==> config.mk <==
export PLATFORM = sky130hd
export DESIGN_NAME = chimera_cluster_boot_seq
export DESIGN_NICKNAME = d
export VERILOG_FILES = /design/src/rtl/chimera_cluster_boot_seq.sv
export SDC_FILE = /design/constraint.sdc
export NUM_CORES = 1
export LEC_CHECK = 0
export ABC_AREA = 1
export BUFFER_PORTS_ARGS = -buffer_cell sky130_fd_sc_hd__buf_2
export CORE_AREA = 2 2 133 70
export CTS_BUF_LIST = sky130_fd_sc_hd__clkbuf_2
export DETAILED_ROUTE_END_ITERATION = 6
export DIE_AREA = 0 0 135 72
export MAX_ROUTING_LAYER = met4
export SETUP_SLACK_MARGIN = 0.4
export SLEW_MARGIN = 20
export SYNTH_ARGS = -nofsm -noshare
export SYNTH_HDL_FRONTEND = slang
export SYNTH_SLANG_ARGS = --single-unit
==> constraint.sdc <==
create_clock -name clk_i -period 1.3 [get_ports clk_i]
set_input_delay 0.13 -clock clk_i [delete_from_list [all_inputs] [get_ports clk_i]]
set_output_delay 0.13 -clock clk_i [all_outputs]
set_load 0.1 [all_outputs]
==> src/rtl/chimera_cluster_boot_seq.sv <==
// Per-cluster boot sequencer: clock-gate, reset, boot address and msip
// bring-up, run until end-of-computation, then teardown or abort.
module chimera_cluster_boot_seq #(
  parameter int unsigned NrCores    = 2,
  parameter int unsigned ClkEnDelay = 4,
  parameter int unsigned MsipDelay  = 2,
  parameter int unsigned RstHold    = 8
) (
  input  logic               clk_i,
  input  logic               rst_i,
  input  logic               start_valid_i,
  output logic               start_ready_o,
  input  logic [31:0]        boot_addr_i,
  input  logic [NrCores-1:0] core_mask_i,
  input  logic               bypass_i,
  input  logic               abort_i,
  input  logic               eoc_i,
  input  logic               irq_clr_i,
  output logic               clu_clk_en_o,
  output logic               clu_rst_no,
  output logic [31:0]        boot_addr_o,
  output logic               widemem_bypass_o,
  output logic [NrCores-1:0] msip_o,
  output logic               busy_o,
  output logic               done_o,
  output logic               aborted_o,
  output logic               irq_o
);

  typedef enum logic [2:0] {
    S_IDLE,
    S_CLKEN,
    S_RSTREL,
    S_WAKE,
    S_RUN,
    S_DRAIN,
    S_ABORT
  } state_e;

  localparam logic [7:0] LdClkEn = 8'(ClkEnDelay - 1);
  localparam logic [7:0] LdMsip  = 8'(MsipDelay - 1);
  localparam logic [7:0] LdHold  = 8'(RstHold - 1);

  state_e             r_state;
  logic [7:0]         r_cnt;
  logic [NrCores-1:0] r_mask;
  logic [NrCores-1:0] r_msip;
  logic [31:0]        r_boot_addr;
  logic               r_bypass;
  logic               r_clk_en;
  logic               r_rst_n;
  logic               r_busy;
  logic               r_done;
  logic               r_aborted;
  logic               r_irq;
  logic               r_sync1;
  logic               r_sync2;
  logic               r_eoc_q;

  logic w_eoc_rise;
  logic w_cnt_zero;
  logic w_abort;
  logic w_fin_done;
  logic w_fin_abort;

  always_comb begin
    w_eoc_rise  = r_sync2 & ~r_eoc_q;
    w_cnt_zero  = (r_cnt == 8'd0);
    w_abort     = abort_i & (r_state != S_IDLE)
                & (r_state != S_ABORT);
    w_fin_done  = (r_state == S_DRAIN) & ~w_abort;
    w_fin_abort = (r_state == S_ABORT) & w_cnt_zero;
  end

  always_ff @(posedge clk_i) begin
    if (rst_i) begin
      r_state     <= S_IDLE;
      r_cnt       <= 8'd0;
      r_mask      <= '0;
      r_msip      <= '0;
      r_boot_addr <= 32'd0;
      r_bypass    <= 1'b0;
      r_clk_en    <= 1'b0;
      r_rst_n     <= 1'b0;
      r_busy      <= 1'b0;
      r_done      <= 1'b0;
      r_aborted   <= 1'b0;
      r_irq       <= 1'b0;
      r_sync1     <= 1'b0;
      r_sync2     <= 1'b0;
      r_eoc_q     <= 1'b0;
    end else begin
      r_sync1   <= eoc_i;
      r_sync2   <= r_sync1;
      r_eoc_q   <= r_sync2;
      r_done    <= w_fin_done;
      r_aborted <= w_fin_abort;
      // Registered done/aborted also set, so a clear seen with the pulse loses.
      if (w_fin_done | w_fin_abort | r_done | r_aborted)
        r_irq <= 1'b1;
      else if (irq_clr_i)
        r_irq <= 1'b0;
      if (w_abort) begin
        r_state  <= S_ABORT;
        r_cnt    <= LdHold;
        r_rst_n  <= 1'b0;
        r_clk_en <= 1'b1;
        r_msip   <= '0;
        r_busy   <= 1'b1;
      end else begin
        unique case (r_state)
          S_IDLE: begin
            if (start_valid_i) begin
              r_state     <= S_CLKEN;
              r_cnt       <= LdClkEn;
              r_boot_addr <= boot_addr_i;
              r_mask      <= core_mask_i;
              r_bypass    <= bypass_i;
              r_clk_en    <= 1'b1;
              r_rst_n     <= 1'b0;
              r_busy      <= 1'b1;
            end
          end
          S_CLKEN: begin
            if (w_cnt_zero) begin
              r_state <= S_RSTREL;
              r_cnt   <= LdMsip;
              r_rst_n <= 1'b1;
            end else begin
              r_cnt <= r_cnt - 8'd1;
            end
          end
          S_RSTREL: begin
            if (w_cnt_zero) begin
              r_state <= S_WAKE;
              r_msip  <= r_mask;
            end else begin
              r_cnt <= r_cnt - 8'd1;
            end
          end
          S_WAKE: begin
            r_state <= S_RUN;
            r_msip  <= '0;
          end
          S_RUN: begin
            if (w_eoc_rise) begin
              r_state <= S_DRAIN;
              r_rst_n <= 1'b0;
            end
          end
          S_DRAIN: begin
            r_state  <= S_IDLE;
            r_clk_en <= 1'b0;
            r_busy   <= 1'b0;
          end
          S_ABORT: begin
            if (w_cnt_zero) begin
              r_state  <= S_IDLE;
              r_clk_en <= 1'b0;
              r_busy   <= 1'b0;
            end else begin
              r_cnt <= r_cnt - 8'd1;
            end
          end
          default: begin
            r_state <= S_IDLE;
          end
        endcase
      end
    end
  end

  assign start_ready_o    = (r_state == S_IDLE);
  assign clu_clk_en_o     = r_clk_en;
  assign clu_rst_no       = r_rst_n;
  assign boot_addr_o      = r_boot_addr;
  assign widemem_bypass_o = r_bypass;
  assign msip_o           = r_msip;
  assign busy_o           = r_busy;
  assign done_o           = r_done;
  assign aborted_o        = r_aborted;
  assign irq_o            = r_irq;

endmodule

==> flow_summary_export.csv <==
group,metric,value,unit
placed_design,routabilityCongestion,0.8794,
pwr,intPower,6.073,mW
sta,fin_worst_skew,0.02576,ns
grt,antenna_found_initial,1,
clock_network,clk_latency,0.48,ns
layout,area_growth,115.9,%
pwr,pwr-share-seq,21.0,%
sta,finalCritPeriodShare,125.5,%
detailed_routing,routed_wl,10650,um
grt,use_met1,22.73,%
logic_synthesis,synth_edf_count,0,
grt,grt_pass1_wl,14910,um
grt,globalRouteTotalUtil,20.00,%
layout,drive_above_1_share,62.50,%
sta,worst_slew_pin_slew,0.5162,ns
detailed_routing,routedWlPerCell,16.49,um
die,boundaryPins,83,
grt,grtUsageMet3,3.564,%
clock_network,path_clk_slew,0.30,ns
run_status,violations,"setup timing",
job,cap_violations,0,
logic_synthesis,yosysWarningCount,0,
layout,final_common_cell,"buf_4",
die,die_h,72,um
logic_synthesis,syn_area,2509,um^2
grt,grt_busiest_layer,"met2",
sta,final-max-slew-violation-count,0,
clock_network,numCtsBuffers,5,
pwr,finalPower,12.21,mW
clock_network,htree_num_levels,2,
critical_path,crit_arrival,2.06,ns
die,core_area,8528,um^2
critical_path,crit_type,"flop to flop",
grt,grt_pass1_vias,2983,
layout,fin_util,63.51,%
clock_network,clockRootBuffer,"clkbuf_2",
logic_synthesis,synth_area_per_cell,7.271,um^2
sta,setup_slack,-0.3311,ns
logic_synthesis,async_flop_share,0,%
pwr,p_clk_share,5.9,%
die,start_util,29.42,%
critical_path,worst-path-max-fanout,5,
grt,grt_overflow,0,
grt,grt_use_met2,36.10,%
run_status,outcome,"finished, violations left",
logic_synthesis,ys_seq_elements,56,
placed_design,hpwl,4867,um
detailed_routing,dr.first_iter.drc_count,157,
pwr,p_sw,6.133,mW
die,die-area,9720,um^2
clock_network,clockBufferDepth,2,
detailed_routing,ant_nets,0,
detailed_routing,viasPerCell,4.868,
logic_synthesis,synth-xor-area-share,0.6983,%
logic_synthesis,syn-instance-count,345,
pwr,leakage,2.306,nW
grt,grt_max_degree,42,
min_path,worstHoldPathType,"input port to flop",
pwr,p_comb_share,73.1,%
logic_synthesis,synth-adder-area-share,0.4988,%
detailed_routing,vias,3145,
pwr,switching_share,50.25,%
clock_network,numClockSinks,56,
logic_synthesis,synthMuxAreaShare,0,%
logic_synthesis,synth_cell_type_count,30,
sta,max_clock_freq,613.1,MHz
critical_path,start_kind,"flop",
pwr,peakVddDrop,1.101,mV
pwr,p_per_area,2254,nW/um^2
sta,rsz0062_at_grt,"yes",
layout,fin_nets,569,
logic_synthesis,ys.flop_type,"dfxtp_1",
logic_synthesis,synth_compound_area_share,12.47,%
logic_synthesis,syn-num-nets,387,
logic_synthesis,ys_seq_area_share,44.69,%
clock_network,cts_tree,"built",
logic_synthesis,synthSimpleGateAreaFrac,32.12,%
sta,finalCriticalPeriod,1.631,ns
sta,hold_viol,0,
placed_design,dp_slack,-0.09744,ns
die,fp-row-count,24,
critical_path,cp.required,1.72,ns
detailed_routing,drc,0,
sta,whs,0.06149,ns
sta,finalSetupViolCount,51,
layout,layout_common_cells,"buf_4 (54), nand2_1 (53), buf_12 (48), buf_2 (40), dlygate4sd3_1 (39)",
placed_design,numPortBuffers,82,
sta,maxSlewHeadroom,65.59,%
detailed_routing,drtPass1Iterations,4,
logic_synthesis,synth_top_family_by_area,"simple AND/OR/NAND/NOR gates",
die,die_width,135,um
critical_path,crit_path_end_kind,"flop",
-- per-stage QoR --
| stage | cells | setup TNS (ns) | cell area [um^2] |
|---|---|---|---|
| floorplan | 345 | 0 | 2789 |
| global placement | 555 | -0.2878 | 3475 |
| detailed placement | 555 | -0.7691 | 3475 |
| CTS | 622 | -5.607 | 4987 |
| global route | 646 | -14.25 | 5416 |
| finish | 646 | -11.84 | 5416 |
-- per-layer routing --
layer | share of wire [%] | vias to the layer above
li1 | - | 1492
met1 | 40 | 1495
met2 | 51 | 125
met3 | 4.7 | 33
met4 | 4.2 | 0
met5 | 0 | -
-- Yosys cell counts (2+ instances only) --
cell,count,area (um^2)
clkbuf_1,5,18.77
nand4_1,2,12.51
o21ai_0,3,15.01
nor2_2,4,25.02
dfxtp_1,56,1121
nand3_1,51,255.2
nand2_1,90,337.8
a21oi_2,2,17.52
o21ai_2,2,17.52
xor2_1,2,17.52
inv_2,6,22.52
inv_1,24,90.09
buf_6,7,78.83
buf_2,2,10.01
a21oi_1,46,230.2
buf_1,3,11.26
nor3_1,2,10.01
nor2_1,23,86.33
nand2_2,4,25.02
-- sequential cells by signal, summed over array words and instances, names as in the netlist --
signal            flops
widemem_bypass_o      1
boot_addr_o          32
r_sync1               1
busy_o                1
r_cnt                 8
done_o                1
aborted_o             1
clu_rst_no            1
r_state               3
msip_o                2
r_mask                2
r_eoc_q               1
r_sync2               1
irq_o                 1
-- worst max-delay path, cell delays in order (launching register included) --
cell and delay, ns:
dfxtp_4 0.43, buf_6 0.13, inv_4 0.07, nand3_2 0.16, nand2_1 0.17, nand2_1 0.10
nand2_1 0.09, nand2_2 0.11, nand3_2 0.10, nand2_1 0.05, nor2_1 0.16
-- area by class of cell --
class                      count  area [um^2]
fill                         604         3112
timing repair buffer         193         2165
multi-input combinational    241         1692
sequential                    56         1236
tap                          117        146.4
inverter                      30        132.6
clock buffer                   6        30.03
clock inverter                 2        12.51
antenna                        1        2.502
-- what timing repair did --
action | CTS | global route
gates resized for setup | 226 | 72
gates cloned | 4 | 0
hold buffers | 39 | 0
pin swaps | 23 | 19
hold endpoints to repair | 42 | 0
setup endpoints to repair | 95 | 95
buffers inserted | 16 | 23
-- path summary, 6_finish.rpt --
path	startpoint	end	slack, ns	cells past startpoint
setup / recovery	r_state[1]	r_state[1]	-0.33	10
hold reg to reg	r_sync1	r_sync2	0.45	2
hold / removal	irq_clr_i	irq_o	0.06	4
setup reg to reg	r_state[1]	r_state[1]	-0.33	10
-- cell families after synthesis --
group,Yosys count
and+or+nand+nor,181
AOI/OAI and AO/OA,57
DFF,56
buffers and inverters,48
xor gates and xnor gates,2
adders and majority gates,1
-- power by group through the flow --
stage	sequential [mW]	clock [mW]	combinational (mW)
2_1_floorplan	4.04	0	2.94
3_3_place_gp	2.40	0	5.75
3_5_place_dp	2.40	0	5.75
4_1_cts	2.51	0.752	7.96
5_1_grt	2.60	0.820	9.36
6_report	2.56	0.720	8.92
Note: power is estimated with default switching activity, not from simulation.
